## src/rtl/p_logic_pkg.sv

```systemverilog
// Op codes and helper functions shared by the bitwise reduction pipeline.
package p_logic_pkg;

  localparam int unsigned MAX_W = 256;

  typedef enum logic [2:0] {
    OP_AND   = 3'd0,
    OP_OR    = 3'd1,
    OP_XOR   = 3'd2,
    OP_NAND  = 3'd3,
    OP_NOR   = 3'd4,
    OP_XNOR  = 3'd5,
    OP_RSVD6 = 3'd6,
    OP_RSVD7 = 3'd7
  } op_e;

  function automatic op_e base_op(op_e op);
    op_e b;
    b = OP_AND;
    unique case (1'b1)
      (op == OP_OR) || (op == OP_NOR):   b = OP_OR;
      (op == OP_XOR) || (op == OP_XNOR): b = OP_XOR;
      default:                           b = OP_AND;
    endcase
    return b;
  endfunction

  function automatic logic is_inverting(op_e op);
    return (op == OP_NAND) || (op == OP_NOR) || (op == OP_XNOR);
  endfunction

  function automatic logic is_reserved(op_e op);
    return (op == OP_RSVD6) || (op == OP_RSVD7);
  endfunction

  // AND family pads with all ones in the low w bits; OR/XOR pad with zero.
  function automatic logic [MAX_W-1:0] identity_word(op_e op, int unsigned w);
    logic [MAX_W-1:0] r;
    r = '0;
    if (base_op(op) == OP_AND) r = {MAX_W{1'b1}} >> (MAX_W - w);
    return r;
  endfunction

endpackage

```

## src/rtl/p_reduce_stage.sv

```systemverilog
// One registered level of the reduction tree with valid/ready handshake.
module p_reduce_stage
  import p_logic_pkg::*;
#(
  parameter int W = 8,
  parameter int N_IN = 2,
  parameter bit LAST = 1'b0,
  localparam int N_OUT = (N_IN + 1) / 2
) (
  input  logic         clk,
  input  logic         rst_n,
  input  logic         in_valid,
  output logic         in_ready,
  input  op_e          in_op,
  input  logic [W-1:0] in_data [N_IN],
  output logic         out_valid,
  input  logic         out_ready,
  output op_e          out_op,
  output logic [W-1:0] out_data [N_OUT],
  output logic         out_zero,
  output logic         out_ones
);

  op_e          base;
  logic [W-1:0] id;
  logic [W-1:0] res [N_OUT];
  logic         zero_d;
  logic         ones_d;

  assign base = base_op(in_op);
  assign id   = W'(identity_word(in_op, W));

  for (genvar j = 0; j < N_OUT; j++) begin : g_pair
    localparam int IB = (2 * j + 1 < N_IN) ? 2 * j + 1 : 2 * j;
    logic [W-1:0] a;
    logic [W-1:0] b;
    logic [W-1:0] c;

    assign a = in_data[2 * j];
    assign b = (2 * j + 1 < N_IN) ? in_data[IB] : id;

    always_comb begin
      c = a & b;
      unique case (1'b1)
        base == OP_OR:  c = a | b;
        base == OP_XOR: c = a ^ b;
        default:        c = a & b;
      endcase
    end

    // Only the root applies inversion and the reserved-op clamp.
    assign res[j] = (LAST && is_reserved(in_op))  ? '0 :
                    (LAST && is_inverting(in_op)) ? ~c : c;
  end

  assign zero_d = LAST && (res[0] == '0);
  assign ones_d = LAST && (&res[0]);

  assign in_ready = !out_valid || out_ready;

  always_ff @(posedge clk or negedge rst_n) begin
    if (!rst_n) begin
      out_valid <= 1'b0;
      out_op    <= OP_AND;
      out_zero  <= 1'b0;
      out_ones  <= 1'b0;
      for (int j = 0; j < N_OUT; j++) out_data[j] <= '0;
    end else begin
      if (in_ready) out_valid <= in_valid;
      if (in_valid && in_ready) begin
        out_op   <= in_op;
        out_zero <= zero_d;
        out_ones <= ones_d;
        for (int j = 0; j < N_OUT; j++) out_data[j] <= res[j];
      end
    end
  end

endmodule

```

## src/rtl/p_reduce_pipe.sv

```systemverilog
// Pipelined multi-bus bitwise reducer built from registered tree levels.
module p_reduce_pipe
  import p_logic_pkg::*;
#(
  parameter int BUS_WIDTH = 8,
  parameter int NB_INS = 4
) (
  input  logic                 clk,
  input  logic                 rst_n,
  input  logic                 in_valid,
  output logic                 in_ready,
  input  logic [2:0]           in_op,
  input  logic [BUS_WIDTH-1:0] in_buses [NB_INS],
  output logic                 out_valid,
  input  logic                 out_ready,
  output logic [BUS_WIDTH-1:0] out_bus,
  output logic                 out_zero,
  output logic                 out_ones
);

  localparam int LEVELS = $clog2(NB_INS);
  localparam int NS = (LEVELS < 1) ? 1 : LEVELS;

  logic vld [NS+1];
  logic rdy [NS+1];
  op_e  opc [NS+1];
  logic zero_f [NS];
  logic ones_f [NS];

  assign vld[0]    = in_valid;
  assign opc[0]    = op_e'(in_op);
  assign in_ready  = rdy[0];
  assign rdy[NS]   = out_ready;
  assign out_valid = vld[NS];
  assign out_zero  = zero_f[NS-1];
  assign out_ones  = ones_f[NS-1];

  for (genvar k = 0; k < NS; k++) begin : g_lvl
    localparam int NI = (NB_INS + (1 << k) - 1) >> k;
    localparam int NO = (NI + 1) / 2;
    logic [BUS_WIDTH-1:0] d [NO];

    if (k == 0) begin : g_head
      p_reduce_stage #(
        .W(BUS_WIDTH), .N_IN(NI), .LAST(k == NS - 1)
      ) u_stage (
        .clk(clk), .rst_n(rst_n),
        .in_valid(vld[k]), .in_ready(rdy[k]),
        .in_op(opc[k]), .in_data(in_buses),
        .out_valid(vld[k+1]), .out_ready(rdy[k+1]),
        .out_op(opc[k+1]), .out_data(d),
        .out_zero(zero_f[k]), .out_ones(ones_f[k])
      );
    end else begin : g_body
      p_reduce_stage #(
        .W(BUS_WIDTH), .N_IN(NI), .LAST(k == NS - 1)
      ) u_stage (
        .clk(clk), .rst_n(rst_n),
        .in_valid(vld[k]), .in_ready(rdy[k]),
        .in_op(opc[k]), .in_data(g_lvl[k-1].d),
        .out_valid(vld[k+1]), .out_ready(rdy[k+1]),
        .out_op(opc[k+1]), .out_data(d),
        .out_zero(zero_f[k]), .out_ones(ones_f[k])
      );
    end
  end

  assign out_bus = g_lvl[NS-1].d[0];

endmodule

```

## config.mk

```make
export PLATFORM = sky130hd
export DESIGN_NAME = p_reduce_pipe
export DESIGN_NICKNAME = d
export VERILOG_FILES = /design/src/rtl/p_logic_pkg.sv /design/src/rtl/p_reduce_stage.sv /design/src/rtl/p_reduce_pipe.sv
export SDC_FILE = /design/constraint.sdc
export NUM_CORES = 1
export LEC_CHECK = 0
export ABC_AREA = 1
export CAP_MARGIN = 15
export CORE_ASPECT_RATIO = 0.5
export CORE_MARGIN = 2
export CORE_UTILIZATION = 59
export CTS_CLUSTER_SIZE = 25
export DETAILED_ROUTE_END_ITERATION = 12
export PLACE_DENSITY = 0.89
export SYNTH_ARGS = -nofsm -noshare
export SYNTH_HDL_FRONTEND = slang
export SYNTH_HIERARCHICAL = 1
export SYNTH_SLANG_ARGS = --single-unit
```

## constraint.sdc

```tcl
create_clock -name clk -period 3 [get_ports clk]
set_input_delay 0.3 -clock clk [delete_from_list [all_inputs] [get_ports clk]]
set_output_delay 0.3 -clock clk [all_outputs]
set_load 0.02 [all_outputs]
```

=== Word level (Yosys, flattened, before mapping) ===
Index checks and enable logic that the tools add are counted.

* Input port bits: 39
* Flip-flop bits (word level): 31
* Logic and storage cells: 55

* Eq/ne operators: 15
* Bitwise gates (word level): 10
* Reduce and logical (&&, ||, !) cells: 15
* Muxes and demuxes: 7

{| class="wikitable"
|+ Operators with widths
! kind !! count
|-
| 8-bit one-hot mux with 2 select lines || 3
|-
| 8-bit AND || 3
|-
| 8-bit OR || 3
|-
| 8-bit bitwise XOR || 3
|-
| 3-bit == test (second input constant) || 6
|-
| 8-bit 2-to-1 mux || 2
|-
| 3-bit by 2-bit == test with 1-bit output (second input constant) || 3
|-
| 1-bit logical OR || 9
|-
| 8-bit zero test || 1
|-
| 8-bit inverter || 1
|-
| 2-bit one-hot mux with 2 select lines || 2
|-
| 8-bit AND reduction || 1
|-
| 3-bit by 1-bit == test with 1-bit output (second input constant) || 2
|-
| 2-bit by 1-bit == test with 1-bit output (second input constant) || 2
|-
| 2-bit == test (second input constant) || 2
|-
| 1-bit logical AND || 2
|-
| 1-bit zero test || 2
|}

=== Logic depth before layout (Yosys ltp) ===
Gate-level depths: netlist of the first run.

* Word-level depth: 9
* Depth in mapped cells: 16
* Depth with buffers taken out: 15

=== Modules after synthesis ===
The synthesis of the first run kept the hierarchy.

{| class="wikitable"
|+ By module, submodules not included
! module !! area an instance (um^2) !! cells an instance !! instances
|-
| p_reduce_stage (g_lvl[0].g_head.u_stage) || 1,838.0 || 266 || 1
|-
| p_reduce_stage (g_lvl[1].g_body.u_stage) || 1,265.0 || 195 || 1
|}

=== Least setup slack after synthesis of the first run ===
Ideal clock, no wire load.

* Path kind: register to register
* Start point: register g_lvl[0].g_head.u_stage.out_op[2]
* End point: register g_lvl[1].g_body.u_stage.out_zero
* Path buffers: 1
* Arrival: 1.811 ns
* Setup slack: 1.072 ns
* Clock period less this slack: 1.928 ns
* Cell stages (with the launch flop): 17
* Cell sequence: dfrtp_1 -> a21oi_1 -> inv_1 -> o21ai_0 -> inv_1 -> ha_1 -> inv_1 -> buf_4 -> nand3_1 -> o21ai_0 -> nand2_1 -> nand2_1 -> inv_1 -> nand2_1 -> nor2_1 -> nand2_1 -> nand2_1

* Longest elaborated chain between the ends: 9
* Elaborated cells on any way between the ends: 20
* Those cells by class: eq/ne (9); mux (4); bitwise (1); reduce/logical (6)

{| class="wikitable"
|+ RTL lines
! element !! line !! RTL
|-
| from (decl) || p_reduce_stage.sv:18 || <nowiki>output op_e out_op,</nowiki>
|-
| from (signal assigned) || p_reduce_stage.sv:71 || <nowiki>out_op <= in_op;</nowiki>
|-
| 3-bit by 2-bit == test with 1-bit output, or another cell as far along || p_logic_pkg.sv:22 || <nowiki>(op == OP_XOR) || (op == OP_XNOR): b = OP_XOR;</nowiki>
|-
| 1-bit logical OR (on tied branches) || n/a ||
|-
| 2-bit one-hot mux with 2 select lines || n/a ||
|-
| 2-bit == test / 2-bit by 1-bit == test with 1-bit output (equally long branches) || p_reduce_stage.sv:46, p_reduce_stage.sv:45 ||
|-
| 8-bit one-hot mux with 2 select lines || p_reduce_stage.sv:44 || <nowiki>unique case (1'b1)</nowiki>
|-
| 8-bit inverter || p_reduce_stage.sv:53 || <nowiki>(LAST && is_inverting(in_op)) ? ~c : c;</nowiki>
|-
| 8-bit 2-to-1 mux || p_reduce_stage.sv:53 ||
|-
| 8-bit 2-to-1 mux * || p_reduce_stage.sv:52 || <nowiki>assign res[j] = (LAST && is_reserved(in_op)) ? '0 :</nowiki>
|-
| 8-bit zero test * || p_reduce_stage.sv:56 || <nowiki>assign zero_d = LAST && (res[0] == '0);</nowiki>
|-
| to (signal assigned) || p_reduce_stage.sv:72 || <nowiki>out_zero <= zero_d;</nowiki>
|-
| to (decl) || p_reduce_stage.sv:20 || <nowiki>output logic out_zero,</nowiki>
|}

Mark *: on every way between the ends. The rest lies on a longest branch, timed or not.
A chain may end at the register's enable or synchronous reset.

=== Final worst setup path of the first run ===
Same ends and word-level chain as after synthesis.

==> summary.txt, run 1 <==
Clock network
  • Clock tree buffer depth: 2
  • Clk root buf: clkbuf_8
  • H-tree levels: 2
  • Post-CTS Repair Setup Buffers: 0
  • Hold Buf Count CTS: 0
  • Resized Gates After CTS: 0
  • CTS tree: built
  • Skew-Pair Late Insertion Delay: 280 ps
  • Clock sink count: 31
  • Total CTS buffers: 5
  • Clk slew on worst S/H paths: 60 ps

Global route
  • All-layer global routing usage: 0.219
  • First-pass GRT wire length: 9.99 mm
  • Initial antenna violation count: 0
  • Largest net degree at the start of global routing: 40
  • Vias in the first global route: 2372
  • Grt ovf: 0

Final layout
  • Post-route insts no fill: 560
  • # diodes: 0
  • Nets@finish: 582
  • Layout cells sized above 1: 0.0571
  • Area growth, synth to finish: 18.8%
  • Post-route cell area: 0.00354 mm^2

Power
  • Max VDD drop: 0.000299 V
  • Leak pwr: 2.05 nW
  • Comb pwr share: 0.515
  • Power share of the clock group: 0.157
  • Reg power frac: 0.328
  • Switching pwr: 0.000784 W
  • Pwr Density: 530 mW/mm^2
  • Switching share of power: 0.418
  • Cell internal pwr: 0.00109 W

Run
  • Max-cap check violation count: 0

Setup path
  • CP Max Fanout: 17
  • Worst EP required: 3210 ps
  • WP data arrival: 2440 ps
  • Crit. End Element: flip-flop
  • Critical path class: reg -> reg
  • Startpoint types: flip-flop

Routing
  • Vias per cell: 4.64
  • Drt first pass iters: 4
  • Drc violations: 0
  • Vias: 2600
  • Wire per inst: 9.98 um
  • Initial DRC Count: 93
  • Antenna Nets Post-Route: 0
  • DRT Wirelength: 5.59 mm

Timing
  • Transition time of the tightest slew-check pin: 631 ps
  • Final Critical Period: 2230 ps
  • Final Hold Viols: 0
  • Setup violators final: 0
  • Final Max Tran Viols: 0
  • Fmax: 0.449 GHz
  • Setup Total Neg Slack: 0 ps
  • Period utilization: 0.742
  • Hold Worst Slack: 418 ps
  • Max-slew headroom: 0.579
  • Unrepaired setup endpoints after global routing: no
  • Worst setup margin: 774 ps
  • Clock Skew: 6.00 ps

Placed design
  • Worst slack at placement: 799 ps
  • Final GP Congestion: 0.826
  • Placed cell areas: 0.00347 mm^2
  • Buffers on Ports: 50
  • Cells after DPL: 554
  • Final HPWL DP: 4.32 mm

Logic synthesis
  • Synth Warn #: 6
  • Synth Cell Area: 0.00298 mm^2
  • Post-Syn Area per Cell: 6.65 um^2
  • Syn Nets: 539
  • Gate Count Post-Synth: 448

Floorplanning
  • Site Rows: 18
  • Ports: 51
  • Die Wd: 105 um
  • Initial core utilization: 0.610
  • Die ar.: 0.00567 mm^2
  • Core area: 0.00489 mm^2
  • Die height: 54.3 um

Status
  • Outcome: completed

Min path
  • Worst Hold Class: in -> async
flip-flops by register name, indices dropped and copies added, names as in the netlist:
name	flops
g_lvl.g_body.u_stage/out_data	8
g_lvl.g_head.u_stage/out_data	16
g_lvl.g_head.u_stage/out_op	3
g_lvl.g_body.u_stage/out_ones	1
g_lvl.g_head.u_stage/out_valid	1
g_lvl.g_body.u_stage/out_valid	1
g_lvl.g_body.u_stage/out_zero	1
cell type report:
| type | count | area, um^2 |
|---|---|---|
| Multi-Input combinational cell | 307 | 1740 |
| Tap cell | 70 | 87.6 |
| Fill cell | 405 | 1350 |
| Timing Repair Buffer | 52 | 515 |
| Clock buffer | 6 | 72.6 |
| Sequential cell | 31 | 776 |
| Inverter | 94 | 353 |
worst paths after layout:
check / start / to / slack, ps / depth (start not counted)
max: g_lvl[0].g_head.u_stage/out_op[2]$_DFFE_PN0P_ / g_lvl[1].g_body.u_stage/out_zero$_DFFE_PN0P_ / 770 / 14
min: rst_n / g_lvl[0].g_head.u_stage/out_op[0]$_DFFE_PN0P_ / 420 / 2
max reg2reg: g_lvl[0].g_head.u_stage/out_op[2]$_DFFE_PN0P_ / g_lvl[1].g_body.u_stage/out_zero$_DFFE_PN0P_ / 770 / 14
max in group asynchronous: rst_n / g_lvl[1].g_body.u_stage/out_data[0]$_DFFE_PN0P_ / 2300 / 2
min in group clk: g_lvl[1].g_body.u_stage/out_data[2]$_DFFE_PN0P_ / g_lvl[1].g_body.u_stage/out_data[2]$_DFFE_PN0P_ / 480 / 2
min reg2reg: g_lvl[1].g_body.u_stage/out_data[2]$_DFFE_PN0P_ / g_lvl[1].g_body.u_stage/out_data[2]$_DFFE_PN0P_ / 480 / 2
layout by cell type (no fill, tap or decap):
cell	count
nand3_1	36
clkdlybuf4s50_1	50
o21ai_0	10
ha_1	52
clkbuf_8	5
or2_2	7
dfrtp_1	31
nand2_2	10
nand2_4	2
inv_2	2
a21oi_1	3
nand2_1	144
nor2_1	40
buf_4	2
inv_1	92
clkbuf_1	1
o211ai_1	1
o21a_1	1
a31oi_1	1
power groups by stage:
| stage | registers, W | clock network, W | logic [W] |
|---|---|---|---|
| 6_report | 0.000616 | 0.000295 | 0.000966 |
| 3_3_place_gp | 0.000619 | 0 | 0.000935 |
| 4_1_cts | 0.000617 | 0.000303 | 0.000971 |
| 3_5_place_dp | 0.000624 | 0 | 0.000962 |
| 2_1_floorplan | 0.000671 | 0 | 0.000626 |
| 5_1_grt | 0.000635 | 0.000324 | 0.00110 |
per-stage QoR:
| stage | utilization | power, W |
|---|---|---|
| final | 0.725 | 0.00188 |
| after detailed placement | 0.710 | 0.00159 |
| after global placement | 0.710 | 0.00155 |
| after CTS | 0.725 | 0.00189 |
| after floorplan | - | 0.00130 |
| after global routing | 0.725 | 0.00206 |
critical path, stage by stage, from the launching register on:
cell and delay [ps]:
dfrtp_1 440, a21oi_1 170, inv_1 70, o21ai_0 120
inv_1 80, ha_1 280, inv_1 170, or2_2 340
nand2_1 80, nand2_1 60, nand3_1 70, nand2_1 80
nor2_1 110, nand2_1 50, nand2_1 50
routing by layer:
layer	vias to the layer above	routed length (um)	GRT usage
li1	1412	-	-
met1	1121	2780	0.276
met2	60	2500	0.401
met3	7	249	0.0357
met4	0	60	0.0676
met5	-	0	0
No activity file was read; power rests on OpenSTA's default activity.
==> run 2: changes to the inputs <==
CORE_UTILIZATION = 49   (was 59)
PLACE_DENSITY = 0.79   (was 0.89)
clock period = 2 ns   (was 3 ns; I/O delays follow)
==> run 2 against run 1 <==
  * The flow now finishes with violations (negative setup slack)
  * Non-clock buffer count increased by 21
  * Worst hold slack worse by 100 ps
  * Sequential power rose by 50%
  * Register-to-register slack lost 1000 ps
  * Global-route usage shrank 1.9 points
  * Die area up 19%
==> summary.txt, run 2 (same netlist as run 1, synthesis figures left out) <==
Status
  • Outcome: finished, violations left (was completed)
  • Violated checks: negative setup slack

Final layout
  • Regs by FF count: g_lvl.g_head.u_stage/out_data (16), g_lvl.g_body.u_stage/out_data (8), g_lvl.g_head.u_stage/out_op (3) (unchanged)
  • # diodes: 0 (unchanged)
  • Largest register FFs: 16 (unchanged)
  • Commonest cells after routing, fill and taps aside: nand2_1, inv_1, ha_1, clkdlybuf4s50_1, nor2_1 (was nand2_1, inv_1, ha_1)
  • Post-route insts no fill: 590 (was 560)
  • Biggest register: g_lvl.g_head.u_stage/out_data (unchanged)
  • Commonest non-fill, non-tap cell in the layout: nand2_1 (unchanged)
  • Nets@finish: 603 (was 582)
  • Layout cells sized above 1: 0.160 (was 0.0571)
  • Area growth, synth to finish: 31.9% (was 18.8%)
  • Post-route cell area: 0.00393 mm^2 (was 0.00354 mm^2)

Placed design
  • Final HPWL DP: 4.48 mm (was 4.32 mm)
  • Final GP Congestion: 0.835 (was 0.826)
  • Cells after DPL: 573 (was 554)
  • Placed cell areas: 0.00358 mm^2 (was 0.00347 mm^2)
  • Worst slack at placement: -154 ps (was 799 ps)
  • Buffers on Ports: 50 (unchanged)

Routing
  • Wire per inst: 10.9 um (was 9.98 um)
  • DRT Wirelength: 6.44 mm (was 5.59 mm)
  • Drc violations: 0 (unchanged)
  • Vias: 2762 (was 2600)
  • Vias per cell: 4.68 (was 4.64)
  • Antenna Nets Post-Route: 0 (unchanged)
  • Drt first pass iters: 4 (unchanged)
  • Initial DRC Count: 148 (was 93)

Timing
  • Final Max Tran Viols: 0 (unchanged)
  • Unrepaired setup endpoints after global routing: yes (was no)
  • Transition time of the tightest slew-check pin: 636 ps (was 631 ps)
  • Fmax: 0.449 GHz (about the same)
  • Worst setup margin: -225 ps (was 774 ps)
  • Final Critical Period: 2220 ps (was 2230 ps)
  • Max-slew headroom: 0.576 (was 0.579)
  • Setup violators final: 8 (was 0)
  • Clock Skew: 3.65 ps (was 6.00 ps)
  • Setup Total Neg Slack: -964 ps (was 0 ps)
  • Final Hold Viols: 0 (unchanged)
  • Period utilization: 1.11 (was 0.742)

Setup path
  • Startpoint types: flip-flop (unchanged)
  • Startpoint of the worst setup timing path: g_lvl[0].g_head.u_stage/out_op[2]$_DFFE_PN0P_ (unchanged)
  • Critical path class: reg -> reg (unchanged)
  • CP Max Fanout: 6 (was 17)
  • WP data arrival: 2440 ps (about the same)
  • Cells on worst reg2reg path: 15 (was 14)
  • Crit. End Element: flip-flop (unchanged)
  • Worst R2R Start: g_lvl[0].g_head.u_stage/out_op[2]$_DFFE_PN0P_ (unchanged)
  • Worst EP required: 2220 ps (was 3210 ps)

Global route
  • All-layer global routing usage: 0.199 (was 0.219)
  • Vias in the first global route: 2466 (was 2372)
  • Initial antenna violation count: 0 (unchanged)
  • Grt ovf: 0 (unchanged)
  • First-pass GRT wire length: 10.7 mm (was 9.99 mm)
  • Largest net degree at the start of global routing: 40 (unchanged)

Clock network
  • Clock tree buffer depth: 2 (unchanged)
  • Skew-Pair Late Insertion Delay: 280 ps (about the same)
  • H-tree levels: 2 (unchanged)
  • Total CTS buffers: 5 (unchanged)
  • Hold Buf Count CTS: 0 (unchanged)
  • Clock sink count: 31 (unchanged)
  • Clk slew on worst S/H paths: 50 ps (was 60 ps)
  • Clk root buf: clkbuf_16 (was clkbuf_8)
  • CTS tree: built (unchanged)

Floorplanning
  • Core area: 0.00598 mm^2 (was 0.00489 mm^2)
  • Die Wd: 114 um (was 105 um)
  • Site Rows: 20 (was 18)
  • Ports: 51 (unchanged)
  • Die ar.: 0.00676 mm^2 (was 0.00567 mm^2)
  • Initial core utilization: 0.498 (was 0.610)
  • Die height: 59.1 um (was 54.3 um)

Power
  • Leak pwr: 2.21 nW (was 2.05 nW)
  • Pwr Density: 913 mW/mm^2 (was 530 mW/mm^2)
  • Max VDD drop: 0.000437 V (was 0.000299 V)
  • Power, Total: 0.00359 W (was 0.00188 W)

Min path
  • Worst Hold Class: in -> async (unchanged)

Run
  • Max-cap check violation count: 0 (unchanged)
==> run 2: changes by cell type in the layout (fill, tap and decap cells not counted), sizes merged <==
cell      change
buf          +21
inv           -1
clkbuf        +2
clkinvlp      +1
==> run 2: cell type report <==
type	instances	area [um^2]
tap	77	96.3
sequential	31	776
multi-input combinational	307	1850
timing repair buffer	73	697
fill	506	2050
clock buffer	8	156
inverter	94	357
==> run 2: critical path, cell delays in order, from the launching register on <==
cell and delay [ps]:
dfrtp_1 410, a21oi_2 180, inv_2 70, nor2_4 140, inv_2 60, ha_4 260, clkinvlp_4 140, buf_6 160
or2_4 240, nand2_2 60, nand2_2 60, nand3_1 80, nand2_1 80, nor2_1 110, nand2_1 60, nand2_1 60
==> run 2: layer usage <==
metal,wire length [um],vias up,GRT usage
met5,0,-,0
met4,57,0,0.0592
met3,246,7,0.0317
met2,3030,60,0.344
met1,3100,1236,0.263
li1,-,1459,-
==> run 2: timing repair <==
action | CTS | global route
endpoints found under the setup margin | 10 | 10
setup buffers | 6 | 3
resized for setup | 21 | 26
pin swaps | 13 | 9
==> run 2: worst paths after layout <==
kind	endpoint	slack, ps
min in group clk	g_lvl[1].g_body.u_stage/out_zero$_DFFE_PN0P_	480
min	g_lvl[0].g_head.u_stage/out_op[2]$_DFFE_PN0P_	320
max reg2reg	g_lvl[1].g_body.u_stage/out_zero$_DFFE_PN0P_	-220
min reg2reg	g_lvl[1].g_body.u_stage/out_zero$_DFFE_PN0P_	480
max	g_lvl[1].g_body.u_stage/out_zero$_DFFE_PN0P_	-220
max in group asynchronous	g_lvl[1].g_body.u_stage/out_ones$_DFFE_PN0P_	1380
==> run 2: through the flow <==
step | util | hold WS [ps]
after floorplan | - | -95.6
after global placement | 0.599 | 467
after detailed placement | 0.599 | 466
after CTS | 0.643 | 345
after global routing | 0.657 | 399
final | 0.657 | 318
==> run 2: power by group <==
group          total, W  internal, W  switching (W)
combinational   0.00187     0.000857        0.00101
sequential     0.000923     0.000792       0.000131
clock          0.000793     0.000529       0.000264
==> run 3: changes to the inputs <==
CAP_MARGIN = not set   (was 15)
==> results of run 3 <==
Final layout, timing and power as in run 2 (identical DEF).
==> edit 1: new RTL, settings of run 2 <==
The parameter `NB_INS` goes from 4 to 8.
--- a/src/rtl/p_reduce_pipe.sv
+++ b/src/rtl/p_reduce_pipe.sv
@@ -3,7 +3,7 @@
   import p_logic_pkg::*;
 #(
   parameter int BUS_WIDTH = 8,
-  parameter int NB_INS = 4
+  parameter int NB_INS = 8
 ) (
   input  logic                 clk,
   input  logic                 rst_n,
Ports: changed (resized in_buses); port bits go from 51 to 83. No check against the original RTL was run, so the function may have changed too.
==> edit 1 against run 2 <==
- the run still ends with negative setup slack left
- total power is 150% higher
- design area rose by 100%
- fmax decreased by 1.1%
- synthesized area grew 110%
- via count up 110%
- sequential share of layout area increased by 1.3 points
- sequential cell count up 36
- combinational power rose to 2.8 times the old value
- wire length increased by 120%
- setup slack worse by 24 ps
- first-iteration DRC count is 110% higher
- largest power group unchanged
==> edit 1: results <==
placement:
  place.gp.congestion: 0.775
  dp.cells: 1183
  io_buffers: 82
  placedInstanceArea_um2: 7370
  dpl_worst_slack_ps: -141
  dp_hpwl_mm: 9.76
cts:
  cts_max_level: 3
  cts_buffers: 9
  insertion_delay_ps: 330
  cts_buffer_depth: 2
  clk_pin_slew_ps: 50
  cts_root_buf: "clkbuf_16"
finish:
  ff_latch_area_um2: 1680
  final_layout_size_suffix_gt1_frac: 0.119
  n_fill_cell: 1116
  reg_top3: "g_lvl.g_head.u_stage/out_data x32, g_lvl.g_body.u_stage/out_data x24"
  num_antenna_cells: 0
worst_setup_path:
  cp_slowest_cell: "dfrtp_1"
  worstReg2RegStart: "g_lvl[1].g_body.u_stage/out_op[1]"
  arrival_ps: 2470
  slowest_delay_ps: 400
  r2r_end: "g_lvl[2].g_body.u_stage/out_ones"
  cp_max_fo: 8
  rr_worst_depth: 16
grt:
  antenna_found_initial: 0
  grt_pass1_wl_mm: 23.6
  grt_use_total: 0.208
  grt-ovfl-total: 0
  grt_pass1_vias: 5392
  grt_start_max_net_pins: 68
pwr:
  p_leak_nw: 4.53
  intPower_mw: 5.09
  ir_drop_mv: 0.747
timing:
  worst_pin_slew_ps: 556
  setup_slack_ps: -249
  skew_ps: 3.66
  setup_viol: 9
outcome:
  status: "complete, but fails checks"
  failed_checks: "negative setup slack"
routing:
  wirelength_mm: 14.1
  dr.pass1.iters: 4
  drt_iter0_markers: 304
  vias: 5689
  post_drt_via_cell_ratio: 4.69
logic_synthesis:
  yosysWarnings: 6
  syn_area_um2: 6340
  syn-num-nets: 1130
  synthCells: 941
hold_path:
  min_path_type: "input port to asynchronous set/reset pin"
[edit 1: critical path: cells and delay by family, from the launching register on]
family,cells,cell delay (ps)
and+or+nand+nor,9,800
buffers and inverters,5,550
DFF,1,400
adders and majority gates,1,280
AOI/OAI and AO/OA,1,120
[edit 1: power by group through the flow]
stage               clock [mW]  sequential [mW]  combinational, mW
floorplan                    0             2.16               2.85
global placement             0             2.12               3.88
detailed placement           0             2.14               4.03
CTS                       1.71             2.11               4.57
global route              1.79             2.17               5.81
finish                    1.67             2.11               5.17
[edit 1: cell type report]
| type | instances | area share |
|---|---|---|
| Multi-Input combinational cell | 645 | 0.480 |
| Clock buffer | 9 | 0.0283 |
| Clock inverter | 7 | 0.0116 |
| Sequential cell | 67 | 0.210 |
| Tap cell | 170 | 0.0267 |
| Timing Repair Buffer | 119 | 0.151 |
| Inverter | 195 | 0.0924 |
[edit 1: metal layers]
metal | track usage | routed length, um | vias up
met2 | 0.348 | 6560 | 135
li1 | - | - | 2965
met5 | 0 | 0 | -
met4 | 0.0617 | 295 | 0
met3 | 0.0341 | 643 | 32
met1 | 0.278 | 6620 | 2557
[edit 1: how the worst max path moves through the flow]
stage	start	slack [ps]	endpoint
after floorplan	g_lvl[1].g_body.u_stage/out_op[2]	70	g_lvl[2].g_body.u_stage/out_zero
after global placement	g_lvl[1].g_body.u_stage/out_op[2]	-90	g_lvl[2].g_body.u_stage/out_zero
after detailed placement	g_lvl[1].g_body.u_stage/out_op[2]	-140	g_lvl[2].g_body.u_stage/out_zero
after CTS	g_lvl[1].g_body.u_stage/out_op[0]	-100	g_lvl[2].g_body.u_stage/out_zero
after global routing	g_lvl[1].g_body.u_stage/out_op[1]	-350	g_lvl[2].g_body.u_stage/out_ones
final	g_lvl[1].g_body.u_stage/out_op[1]	-250	g_lvl[2].g_body.u_stage/out_ones
[edit 1: per-stage QoR]
step | TNS (ps) | hold WS (ps)
finish | -1060 | 435
global route | -2210 | 474
CTS | -257 | 427
detailed placement | -1030 | 249
global placement | -208 | 251
floorplan | 0 | -95.6
[edit 1: timing repair]
item / CTS / global route
pin swaps: 7 / 17
resized for setup: 18 / 33
hold buffers: 1 / 0
setup endpoints to repair: 10 / 10
setup buffers: 13 / 0
hold endpoints to repair: 67 / 0
==> edit 2: new RTL, flow settings as in run 2 <==
Without the edit above. Reset style: synchronous (`rst_n`), changed in one clocked block.
--- a/src/rtl/p_reduce_stage.sv
+++ b/src/rtl/p_reduce_stage.sv
@@ -58,7 +58,7 @@
 
   assign in_ready = !out_valid || out_ready;
 
-  always_ff @(posedge clk or negedge rst_n) begin
+  always_ff @(posedge clk) begin
     if (!rst_n) begin
       out_valid <= 1'b0;
       out_op    <= OP_AND;
Function: differs if rst_n is asserted again (counterexample within 4 cycles, from zero or initial values and one cycle with rst_n low); with rst_n held inactive, the same outputs for 10 cycles.
==> edit 2 against run 2 <==
- total power down 27%
- setup slack better by 20 ps
- synthesized area up 3.6%
- largest cell class unchanged
- sequential cell count unchanged
- design area up 8.4%
- combinational power down 37%
- critical path depth unchanged
- the run still ends with negative setup slack left
- wire length up 13%
- clock power down 6.7%
==> edit 2: results <==
outcome:
  status: "complete, but fails checks"
  failed_checks: "negative setup slack"
worst_setup_path:
  r2r_end: "g_lvl[1].g_body.u_stage/out_ones"
  worstReg2RegStart: "g_lvl[0].g_head.u_stage/out_op[2]"
  cp_max_fo: 8
  arrival_ps: 2420
  cp_slowest_cell: "dfxtp_2"
  slowest_delay_ps: 340
routing:
  ant_nets: 0
  vias: 3024
  drt_iter0_markers: 233
  wirelength_mm: 7.26
  wire_per_inst_um: 11.2
  dr.pass1.iters: 4
hold_path:
  hold_path_depth: 2
  min_path_type: "flop to flop"
cts:
  cts_buffers: 5
  cts_max_level: 2
  clk_pin_slew_ps: 50
  insertion_delay_ps: 270
  cts_buffer_depth: 2
logic_synthesis:
  syn-num-nets: 578
  synthCells: 487
placement:
  dp_hpwl_mm: 4.64
  place.gp.congestion: 0.832
  io_buffers: 50
  dp.cells: 627
finish:
  finalNetCount: 650
  reg_top3: "g_lvl.g_head.u_stage/out_data x16, g_lvl.g_body.u_stage/out_data x8, g_lvl.g_head.u_stage/out_op x3"
  final_layout_size_suffix_gt1_frac: 0.231
timing:
  setup_viol: 10
  finalSetupTns_ps: -980
  relSlewSlack: 0.541
  setup_slack_ps: -205
  skew_ps: 6.05
  hold_ws_ps: 469
pwr:
  ir_drop_mv: 0.420
  p_leak_nw: 2.18
grt:
  grt_pass1_vias: 2550
  antenna_found_initial: 0
  grt_start_max_net_pins: 32
  grt_use_total: 0.205
  grt_pass1_wl_mm: 11.3
## edit 2: layer usage
metal | global-route usage | routed length [um] | part of all wire | vias to the layer above
li1 | - | - | - | 1594
met4 | 0.0476 | 178 | 0.025 | 0
met5 | 0 | 0 | 0 | -
met2 | 0.342 | 3300 | 0.45 | 81
met3 | 0.0365 | 321 | 0.044 | 17
met1 | 0.279 | 3460 | 0.48 | 1332
## edit 2: stage by stage
step	worst slack (ps)	total power [mW]	cell area (um2)	utilization
6_report	-205	2.61	4260	0.701
3_3_place_gp	-137	1.54	3740	0.616
3_5_place_dp	-201	1.56	3740	0.616
4_1_cts	-128	2.47	4110	0.676
2_1_floorplan	74.1	1.27	3090	-
5_1_grt	-365	2.77	4260	0.701
## edit 2: layout make-up
cell class / count / area, um2
clock buffer: 6 / 139
clock inverter: 1 / 5.00
fill: 475 / 1820
inverter: 109 / 413
multi-input combinational: 327 / 2120
sequential: 31 / 627
tap: 88 / 110
timing repair buffer: 85 / 847
## edit 2: timing repair
item                                    4_1_cts  5_1_grt
buffers inserted                             11        2
gates resized for setup                      39       40
pin swaps                                    23       15
endpoints found under the setup margin       10       10
hold buffers                                  0        0
## edit 2: report_power, final
group	leakage [nW]	switching [mW]	total [mW]	internal, mW
combinational	1.85	0.604	1.17	0.565
clock	0.0727	0.255	0.740	0.484
sequential	0.257	0.0361	0.703	0.667
total	2.18	0.896	2.61	1.72
## edit 2: how the worst max path moves through the flow
stage | cells past startpoint | endpoint | slack [ps] | startpoint
5_1_grt | 15 | g_lvl[1].g_body.u_stage/out_ones | -370 | g_lvl[0].g_head.u_stage/out_op[1]
4_1_cts | 15 | g_lvl[1].g_body.u_stage/out_zero | -130 | g_lvl[0].g_head.u_stage/out_op[0]
3_5_place_dp | 13 | g_lvl[1].g_body.u_stage/out_zero | -200 | g_lvl[0].g_head.u_stage/out_op[1]
3_3_place_gp | 13 | g_lvl[1].g_body.u_stage/out_zero | -140 | g_lvl[0].g_head.u_stage/out_op[1]
6_report | 15 | g_lvl[1].g_body.u_stage/out_ones | -200 | g_lvl[0].g_head.u_stage/out_op[2]
2_1_floorplan | 14 | g_lvl[1].g_body.u_stage/out_zero | 70 | g_lvl[0].g_head.u_stage/out_op[2]
## edit 2: critical path, delay by kind of cell, from the launching register on
kind                       cells  cell delay [ps]
DFF                            1              340
buffers and inverters          4              400
adders and majority gates      1              270
AOI/OAI and AO/OA              2              260
and+or+nand+nor                8              880
